File: config.mk
export PLATFORM = sky130hd
export DESIGN_NAME = hazard_sequencer
export DESIGN_NICKNAME = d
export VERILOG_FILES = /design/src/rtl/hazard_sequencer_pkg.sv /design/src/rtl/hazard_sequencer_sat_counter.sv /design/src/rtl/hazard_sequencer.sv
export SDC_FILE = /design/constraint.sdc
export NUM_CORES = 1
export LEC_CHECK = 0
export CORE_AREA = 2 2 54 106
export DETAILED_ROUTE_END_ITERATION = 10
export DIE_AREA = 0 0 56 108
export GPL_TIMING_DRIVEN = 0
export PLACE_DENSITY = 0.73
export SETUP_SLACK_MARGIN = 0.2
export SYNTH_ARGS = -nofsm -noshare
export SYNTH_HDL_FRONTEND = slang
export SYNTH_HIERARCHICAL = 1
export SYNTH_SLANG_ARGS = --single-unit
File: constraint.sdc
create_clock -name clk -period 3 [get_ports clk]
set_input_delay 0.3 -clock clk [delete_from_list [all_inputs] [get_ports clk]]
set_output_delay 0.3 -clock clk [all_outputs]
set_load 0.03 [all_outputs]
File: src/rtl/hazard_sequencer_pkg.sv
// hazard_pkg: opcode classes, sequencer states and PC-source codes shared with the controller
package hazard_pkg;

    typedef enum logic [2:0] {
        C_ALU_REG,
        C_ALU_IMM,
        C_MEM,
        C_BRANCH,
        C_SHIFT,
        C_JUMP,
        C_RET
    } op_class_e;

    typedef enum logic [1:0] {
        RUN,
        RET2,
        FREEZE
    } state_e;

    localparam logic [1:0] PCSRC_SEQ = 2'b00;
    localparam logic [1:0] PCSRC_BR  = 2'b01;
    localparam logic [1:0] PCSRC_JMP = 2'b10;

    function automatic op_class_e classify(input logic [4:0] inst);
        return inst[4:3] == 2'b00  ? C_ALU_REG :
               inst[4:3] == 2'b01  ? C_ALU_IMM :
               inst[4:2] == 3'b100 ? C_MEM     :
               inst[4:2] == 3'b101 ? C_BRANCH  :
               inst[4:2] == 3'b110 ? C_SHIFT   :
               inst[1]             ? C_RET     : C_JUMP;
    endfunction

endpackage

File: src/rtl/hazard_sequencer_sat_counter.sv
// sat_counter: event counter that sticks at all-ones; clear takes priority
module sat_counter #(
    parameter int W = 16
) (
    input  logic         clk,
    input  logic         clear,
    input  logic         inc,
    output logic [W-1:0] count
);

    // count up on inc, hold at the top value
    always_ff @(posedge clk) begin
        if (clear) count <= '0;
        else if (inc && !(&count)) count <= count + W'(1);
    end

endmodule

File: src/rtl/hazard_sequencer.sv
// hazard_sequencer: pipeline enables/flushes for stalls, redirects, returns and memory-wait freezes
module hazard_sequencer
    import hazard_pkg::*;
#(
    parameter int CNT_W = 16
) (
    input  logic             clk,
    input  logic             rst_n,
    input  logic [4:0]       id_inst,
    input  logic [2:0]       id_rs1,
    input  logic [2:0]       id_rs2,
    input  logic             ex_memread,
    input  logic             ex_regwrite,
    input  logic [2:0]       ex_rd,
    input  logic             ex_change_zc,
    input  logic [1:0]       ex_pcsrc,
    input  logic             ex_pop,
    input  logic             mem_access,
    input  logic             mem_ready,
    output logic             pc_en,
    output logic             ifid_en,
    output logic             idex_en,
    output logic             exmem_en,
    output logic             memwb_en,
    output logic             ifid_flush,
    output logic             idex_flush,
    output logic [CNT_W-1:0] stall_cycles,
    output logic [CNT_W-1:0] redirect_count
);

    state_e    state, saved, next_state, eff;
    op_class_e cls;
    logic      freeze, redirect, hazard, uses_rs1, uses_rs2, load_use, redirect_inc;
    logic      unused_regwrite;

    assign unused_regwrite = ex_regwrite;
    assign cls      = classify(id_inst);
    assign uses_rs1 = !(cls inside {C_BRANCH, C_JUMP, C_RET});
    assign uses_rs2 = cls == C_ALU_REG || (cls == C_MEM && id_inst[0]);
    assign load_use = ex_memread && ((uses_rs1 && ex_rd == id_rs1) || (uses_rs2 && ex_rd == id_rs2));
    assign hazard   = load_use || (cls == C_BRANCH && ex_change_zc);
    assign freeze   = mem_access && !mem_ready;
    assign redirect = ex_pcsrc != PCSRC_SEQ;
    // while frozen, behave as the state that was interrupted once memory is ready
    assign eff      = state == FREEZE ? saved : state;
    assign redirect_inc = !freeze && eff == RUN && (ex_pop || redirect);

    // state register; remember the interrupted state when a freeze begins
    always_ff @(posedge clk) begin
        if (!rst_n) begin
            state <= RUN;
            saved <= RUN;
        end else begin
            state <= next_state;
            if (freeze && state != FREEZE) saved <= state;
        end
    end

    // next state: freeze holds, a return takes one extra cycle, everything else runs
    always_comb begin
        next_state = freeze ? FREEZE : (eff == RUN && ex_pop) ? RET2 : RUN;
    end

    // enables and flushes in priority order
    always_comb begin
        {pc_en, ifid_en, idex_en, exmem_en, memwb_en} = 5'b11111;
        {ifid_flush, idex_flush} = 2'b00;
        if (!rst_n) begin
            {pc_en, ifid_en, idex_en, exmem_en, memwb_en} = 5'b00000;
            {ifid_flush, idex_flush} = 2'b11;
        end else if (freeze) begin
            {pc_en, ifid_en, idex_en, exmem_en, memwb_en} = 5'b00000;
        end else if (eff == RET2) begin
            ifid_flush = 1'b1;
        end else if (ex_pop) begin
            pc_en = 1'b0;
            {ifid_flush, idex_flush} = 2'b11;
        end else if (redirect) begin
            {ifid_flush, idex_flush} = 2'b11;
        end else if (hazard) begin
            pc_en      = 1'b0;
            ifid_en    = 1'b0;
            idex_flush = 1'b1;
        end
    end

    sat_counter #(.W(CNT_W)) u_stall_cnt (
        .clk   (clk),
        .clear (!rst_n),
        .inc   (!pc_en),
        .count (stall_cycles)
    );

    sat_counter #(.W(CNT_W)) u_redirect_cnt (
        .clk   (clk),
        .clear (!rst_n),
        .inc   (redirect_inc),
        .count (redirect_count)
    );

endmodule

### Yosys cells after proc, flatten, opt, wreduce, memory -nomap -nowiden

Index checks and enable logic that the tools add are counted.

| word-level totals | value |
|---|---|
| bits in registers | 36 |
| output and inout port bits | 39 |
| word-level logic and storage cells | 83 |

| cells by class | value |
|---|---|
| add/sub/neg operators | 2 |
| equal/unequal tests | 13 |
| mux-type cells | 32 |
| bitwise logic cells | 1 |
| reduce and logical (&&, ||, !) cells | 30 |

Operators by type and width:

| cell | count |
|---|---|
| $add 16x1->16 const B | 2 |
| $reduce_and 16->1 | 2 |
| $mux 1 | 24 |
| $eq 3x3->1 const B | 5 |
| $logic_and 1x1->1 | 12 |
| $mux 3 | 4 |
| $mux 2 | 4 |
| $eq 3x2->1 const B | 2 |
| $eq 3x3->1 | 2 |
| $logic_not 1->1 | 6 |
| $eq 2x1->1 const B | 2 |
| $logic_not 2->1 | 2 |
| $logic_or 1x1->1 | 4 |
| $logic_not 3->1 | 1 |
| $reduce_bool 3->1 | 1 |
| $eq 2x2->1 const B | 1 |
| $ne 2x2->1 const B | 1 |
| $reduce_bool 2->1 | 1 |
| $reduce_or 2->1 | 1 |
| $not 1->1 | 1 |

### Logic depth before layout (Yosys ltp)

Gate-level depths: netlist of the first run.

| logic depth | value |
|---|---|
| depth in word-level cells | 21 |
| mapped depth | 10 |
| mapped depth without buffers | 9 |

### Cells and area by module

The synthesis of the first run kept the hierarchy.

By module, submodules not included:

| module | times used | cells an instance | area an instance (um^2) | seq. area each (um^2) |
|---|---|---|---|---|
| sat_counter | 2 | 96 | 833.3 | 320.3 |
| hazard_sequencer | 1 | 49 | 366.6 | 80.1 |

### Least setup slack after synthesis of the first run

No wires, ideal clock.

| path | value |
|---|---|
| path type | input port to flip-flop |
| from | in ex_rd[1] |
| to | reg u_stall_cnt.count[15] |
| library setup time | 0.121 ns |
| data arrival time | 2.255 ns |
| slack | 0.625 ns |
| cell stages on the path | 10 |
| buffers on the path | 1 |
| path through | xor2_1 > nor3_1 > nand4b_1 > o311ai_1 > a221o_1 > nand2_1 > or3_1 > clkbuf_2 > nor4_1 > mux2_2 |

| on the way | value |
|---|---|
| longest elaborated chain between the ends | 13 |
| elaborated cells between the ends (all ways) | 15 |
| classes of those cells | eq/ne: 2; mux: 6; reduce/logical: 7 |

RTL lines:

| what | RTL line | RTL |
|---|---|---|
| start: declaration | hazard_sequencer.sv:14 | `input logic [2:0] ex_rd,` |
| $eq 3x3->1 | hazard_sequencer.sv:40 | `assign load_use = ex_memread && ((uses_rs1 && ex_rd == id_rs1) \|\| (uses_rs2 && ex_rd == id_rs2));` |
| $logic_and 1x1->1 | hazard_sequencer.sv:40 |  |
| $logic_or 1x1->1 (*) | hazard_sequencer.sv:40 |  |
| $logic_and 1x1->1 (*) | hazard_sequencer.sv:40 |  |
| $logic_or 1x1->1 (*) | hazard_sequencer.sv:41 | `assign hazard = load_use \|\| (cls == C_BRANCH && ex_change_zc);` |
| $mux 1 (*) | hazard_sequencer.sv:80 | `end else if (hazard) begin` |
| $mux 1 (*) | hazard_sequencer.sv:78 | `end else if (redirect) begin` |
| $mux 1 (*) | hazard_sequencer.sv:75 | `end else if (ex_pop) begin` |
| $mux 1 (*) | hazard_sequencer.sv:73 | `end else if (eff == RET2) begin` |
| $mux 1 (*) | hazard_sequencer.sv:71 | `end else if (freeze) begin` |
| $mux 1 (*) | hazard_sequencer.sv:68 | `if (!rst_n) begin` |
| $logic_not 1->1 (*) | hazard_sequencer.sv:90 | `.inc (!pc_en),` |
| $logic_and 1x1->1 (*) | hazard_sequencer_sat_counter.sv:14 | `else if (inc && !(&count)) count <= count + W'(1);` |
| end signal: assignment | hazard_sequencer_sat_counter.sv:14 |  |
| end: declaration | hazard_sequencer_sat_counter.sv:8 | `output logic [W-1:0] count` |

Mark *: on every way between the ends. The rest lies on a longest branch, timed or not.
A chain may end at the register's enable or synchronous reset.

### Final worst setup path of the first run

Same ends and word-level chain as after synthesis.

==> flow_summary.ini, run 1 <==
[placement]
dp.cells = 359
place_congestion = 0.890
place_hpwl_microns = 3950
dpl_cell_area_sq_um = 2710
numPortBuffers = 60

[drt]
drc_errors = 0
route.vias.total = 2101
wl_per_cell_microns = 13.8
antenna_left = 0
wl_microns = 5060
drtIter0Drc = 47
firstDrtPassIters = 4
viasPerCell = 5.72

[yosys]
synth-edff-count = 0
ys_types = 45
syn_area_per_cell_sq_um = 8.44
synthAdderAreaFrac = 0.0123
synthArstFlopShare = 0
muxShareOfSynthArea = 0.0418
synth_top_family_by_area = simple AND/OR/NAND/NOR gates
synth_most_common_cell = dfxtp_1
synthTopCellsByCount = dfxtp_1 (36), nor2_1 (24), nand2_1 (21)
synthSimpleGateAreaFrac = 0.326
yosys.area.top_type = dfxtp_1
syn-num-nets = 267
synth_compound_area_frac = 0.166
synthXorXnorAreaFrac = 0.0517
synthesis.area_sq_um = 2030
syn-instance-count = 241
synth_top_area_share = 0.354
ys_ff_latch = 36
synthTopCellsByArea = dfxtp_1 (35%), nor2_1 (4.4%), nand2_1 (3.9%)
seq_area_frac_synth = 0.354
synth_ff_type = dfxtp_1
yosys_warnings = 6

[floorplan]
initial_core_util = 0.392
placementRows = 37
io_pins = 63
die_w_microns = 56
core_sq_um = 5180
die_y_microns = 108
die-area_sq_um = 6050

[global_routing]
grt_pass1_vias = 2021
grt.overflow.total = 0
grt_max_degree = 11
grt_usage = 0.182
grt_pass1_wl_microns = 8780
grt_antenna_before_repair = 0

[timing]
min_period_ns = 2.65
slew_headroom = 0.422
hold_viol_final = 0
finalMaxSlewViolations = 0
max_freq_ghz = 0.378
fin_crit_sh = 0.882
fin_skew_ns = 0.00556
tightest_slew_ns = 0.859
grt_setup_unrepaired = false
setup_viol_count_final = 0
setup_tns_ns = 0

[power]
netSwitchingFraction = 0.258
p_clk_frac = 0.355
cellInternalPower_uw = 779
power.switching_uw = 271
total_power_uw = 1050
p_comb_frac = 0.165
power.leakage_uw = 0.000962
irDropWorstVdd_uv = 307
seq_power_share = 0.481
power_density_nw_per_um2 = 370

[worst_setup_path]
r2r_slack_ns = 0.46
worstPathCellList = clkdlybuf4s50_1 > xor2_1 > nor3_1 > nand4b_1 > o311ai_1 > a221o_2 > nand2_1 > or3_1 > clkbuf_2 > nor4_2 > mux2_2
critPathRequiredTime_ns = 3.18
cp-end-kind = flip-flop
path_buf_inv = 2
cpLargestDelayFamily = simple AND/OR/NAND/NOR gates
path_class = in -> reg
slowest_stage = clkdlybuf4s50_1
cp.arrival_ns = 2.83
slowest_delay_ns = 0.44
start_kind = input pin
cp_max_fo = 7

[clocking]
numClockSinks = 36
cts-buffers-inserted = 5
clockBufferDepth = 2
htree_num_levels = 2
clk_pin_slew_ns = 0.07
clk_latency_ns = 0.29
cts_tree = built
cts_root_buf = clkbuf_8
ctsHoldBuffers = 0

[cells_and_area]
drive_gt1_frac = 0.110
layout.nets = 335
post-route-cell-area_sq_um = 2840
final_cells = 367
diodes = 0
syn2layout_area_growth_pct = 39.6

[min_path]
min_path_type = reg -> reg

[job]
cap_violations = 0

[status]
status = finished clean
## cell usage in the layout, fill, tap and decap left out, drive strengths merged, types with 3 or more instances in the layout
cell type      netlist  final
a211oi               3      3
mux2i                4      4
a21oi               14     14
nand4               11     11
nand3               14     14
nor2b                5      5
nor2                24     24
clkdlybuf4s50        0     60
or3                  4      4
o41ai                4      4
buf                  4      5
nor3                 8      8
inv                  9      9
clkbuf               2      9
o31ai                8      8
nor4                 7      7
or4                  6      6
nor3b                3      3
xnor2                5      5
mux2                 4      4
o21ai                7      7
and4                 6      6
xor2                 7      7
nand2               21     21
dfxtp               36     36
o311ai               3      3
## area by class of cell
cell class | count | area [sq um]
clock buffers | 7 | 96.3
fillers | 493 | 2350
flip-flops and latches | 36 | 721
repair buffers | 61 | 608
well taps | 58 | 72.6
inverters | 9 | 33.8
plain buffers | 8 | 65.1
multi-input cells | 188 | 1240
## metal layers
| metal | vias to the layer above | part of all wire | GRT usage |
|---|---|---|---|
| met5 | - | 0 | 0 |
| met4 | 0 | 0.049 | 0.139 |
| met3 | 18 | 0.036 | 0.0239 |
| met2 | 66 | 0.54 | 0.337 |
| met1 | 977 | 0.38 | 0.178 |
| li1 | 1040 | - | - |
## final timing paths
kind                                from               endpoint  cells past startpoint
worst max-delay path            ex_rd[1]  u_stall_cnt/count[15]                     11
worst min register to register  saved[0]               saved[0]                      2
worst max register to register  state[0]  u_stall_cnt/count[15]                      9
worst min-delay path            saved[0]               saved[0]                      2
## power groups by stage
stage / clock network (uW) / registers (uW) / logic (uW)
after global routing: 406 / 507 / 189
after detailed placement: 0 / 515 / 171
after global placement: 0 / 515 / 169
final: 373 / 504 / 173
after CTS: 388 / 504 / 172
after floorplan: 0 / 531 / 76.9
## flip-flops by register name (all words and copies together) (netlist names)
name / flops
saved: 2
state: 2
u_redirect_cnt/count: 16
u_stall_cnt/count: 16
## tightest hold or removal path, cell delays in order, from the launching register on
cell	delay [ns]
dfxtp_1	0.32
o21ai_0	0.07
a21oi_1	0.07
## timing repair
action,CTS,global route
setup endpoints to repair,7,5
setup buffers,0,1
gates resized for setup,3,3
pin swaps,0,1
## cell families after synthesis
logic type	after synthesis
and+or+nand+nor	118
AOI/OAI and AO/OA	48
DFF	36
buffers and inverters	17
xor gates and xnor gates	12
muxes	8
adders and majority gates	2
## metrics by stage
| step | hold WS [ns] | utilization | setup slack, ns |
|---|---|---|---|
| 6_report | 0.496 | 0.548 | 0.353 |
| 5_1_grt | 0.527 | 0.548 | 0.205 |
| 4_1_cts | 0.501 | 0.543 | 0.246 |
| 3_5_place_dp | 0.489 | 0.522 | -0.322 |
| 3_3_place_gp | 0.479 | 0.522 | -0.290 |
| 2_1_floorplan | 0.462 | - | 0.625 |
No activity file was read; power rests on OpenSTA's default activity.
==> run 2, diff against run 1 <==
- ABC_AREA: default -> 0
==> results of run 2 <==
The final DEF is identical to that of run 1; final timing and power are the same.
==> run 3, diff against run 2 <==
- CORE_AREA: 2 2 54 106 -> 2 2 50 99
- DIE_AREA: 0 0 56 108 -> 0 0 52 101
- PLACE_DENSITY: 0.73 -> 0.83
==> run 3 against run 2 <==
  * Register-to-register slack barely moved
  * Via count fell by 0.86%
  * Clock skew about the same
  * Final area stayed put
  * Flip-flop and latch count is the same
  * Die area fell by 13%
  * Non-clock buffer count is 1 higher
  * Cell count decreased by 0.27%
  * Sequential power about the same
  * Sequential share of layout area unchanged
  * Critical endpoint is now u_stall_cnt/count[14]
==> flow_summary.ini, run 3 (synthesized netlist as in run 1, its figures left out) <==
[clocking]
clk_latency_ns = 0.29
numClockSinks = 36
cts_root_buf = clkbuf_8
cts-buffers-inserted = 5
htree_num_levels = 2
ctsHoldBuffers = 0
cts_tree = built
clockBufferDepth = 2
clk_pin_slew_ns = 0.07

[status]
status = finished clean

[global_routing]
grt.met2_usage = 0.334
grt_usage = 0.192
grt_pass1_vias = 1904
gr-usage-met1 = 0.218
grt_pass1_wl_microns = 7980
grtUsageMet3 = 0.0534
grt-busiest-layer = met2
grt.overflow.total = 0
grt_antenna_before_repair = 0
grt_max_degree = 11

[cells_and_area]
mostFrequentLayoutCells = clkdlybuf4s50_1 (60), dfxtp_1 (36), nor2_1 (24), nand2_1 (21)
seq_area_sq_um = 721
layout.nets = 336
mostFrequentLayoutCell = clkdlybuf4s50_1
fillers = 398
multi_input_area_sq_um = 1240
largestRegisters = u_redirect_cnt/count x16, u_stall_cnt/count x16
drive_gt1_frac = 0.109
diodes = 0
syn2layout_area_growth_pct = 39.6

[drt]
route.vias.total = 2083
wl_per_cell_microns = 13.6
antenna_left = 0
firstDrtPassIters = 4
drtIter0Drc = 54
wl_microns = 4980
drc_errors = 0
viasPerCell = 5.69

[worst_setup_path]
start_kind = input pin
critPathRequiredTime_ns = 3.18
reg2reg_depth = 8
cp_max_fo = 6
crit_start = ex_rd[1]
r2r_slack_ns = 0.45
r2r_end = u_stall_cnt/count[14]
r2r-start = state[0]
cp.arrival_ns = 2.84
path_class = in -> reg
cp-end-kind = flip-flop

[power]
power_density_nw_per_um2 = 365
power.switching_uw = 273
netSwitchingFraction = 0.264
p_comb_frac = 0.173
irDropWorstVdd_uv = 275
p_clk_frac = 0.340
seq_power_share = 0.488
cellInternalPower_uw = 763
power.leakage_uw = 0.000970

[floorplan]
die-area_sq_um = 5250
core_sq_um = 4510
placementRows = 35
die_w_microns = 52
initial_core_util = 0.451
io_pins = 63
die_y_microns = 101

[timing]
setup_viol_count_final = 0
grt_setup_unrepaired = false
hold_viol_final = 0
min_period_ns = 2.66
worst_hold_slack_ns = 0.505
tightest_slew_ns = 0.829
slew_headroom = 0.442
fin_skew_ns = 0.00552
fin_crit_sh = 0.887
setup_ws_ns = 0.339
max_freq_ghz = 0.376
finalMaxSlewViolations = 0

[placement]
place_congestion = 0.818
numPortBuffers = 60
place_hpwl_microns = 3750
preCtsSetupSlack_ns = -0.190

[min_path]
min_path_type = reg -> reg
whs_path_depth = 2
hold_end = saved[0]
min_from = saved[0]

[job]
cap_violations = 0
==> run 3: power by group through the flow <==
stage / Clock [uW] / Sequential [uW] / Combinational, uW
after detailed placement: 0 / 516 / 172
after floorplan: 0 / 531 / 76.9
final: 352 / 505 / 179
after global placement: 0 / 514 / 168
after CTS: 366 / 505 / 175
after global routing: 389 / 507 / 192
==> run 3: per-layer routing <==
metal  routed length [microns]  part of all wire
met5                         0                 0
met1                      2110              0.42
met4                        53             0.011
met3                       300             0.060
met2                      2510              0.50
==> run 3: worst max-delay path by stage <==
stage                                    end  slack (ns)  depth (start not counted)
finish                 u_stall_cnt/count[14]        0.34                         10
global route           u_stall_cnt/count[13]        0.16                         11
CTS                    u_stall_cnt/count[15]        0.22                         11
detailed placement  u_redirect_cnt/count[14]       -0.19                          7
global placement    u_redirect_cnt/count[14]       -0.16                          7
floorplan              u_stall_cnt/count[15]        0.62                         10
==> run 3: worst max-delay path: stages <==
cell	delay [ns]
clkdlybuf4s50_1	0.45
xor2_1	0.18
nor3_1	0.20
nand4b_1	0.18
o311ai_4	0.12
a221o_2	0.28
nand4_1	0.25
a211oi_1	0.41
nand4_1	0.18
mux2_2	0.29
==> run 3: what timing repair did <==
item / 4_1_cts / 5_1_grt
resized for setup: 1 / 4
setup endpoints to repair: 3 / 7
cloned: 0 / 0
pin swaps: 0 / 1
buffers inserted: 0 / 2
==> run 3: stage by stage <==
stage	utilization	setup TNS (ns)	instance area, sq um	power [uW]	std cells
6_report	0.629	0	2840	1040	366
5_1_grt	0.629	0	2840	1090	366
4_1_cts	0.621	0	2800	1050	364
3_5_place_dp	0.599	-0.850	2700	688	356
3_3_place_gp	0.599	-0.494	2700	682	356
2_1_floorplan	-	0	2030	608	241
==> run 3: layout make-up <==
class,instances,area share
flip-flops and latches,36,0.254
clock buffers,8,0.0317
repair buffers,62,0.217
well taps,55,0.0242
multi-input cells,188,0.439
plain buffers,8,0.0229
inverters,9,0.0119
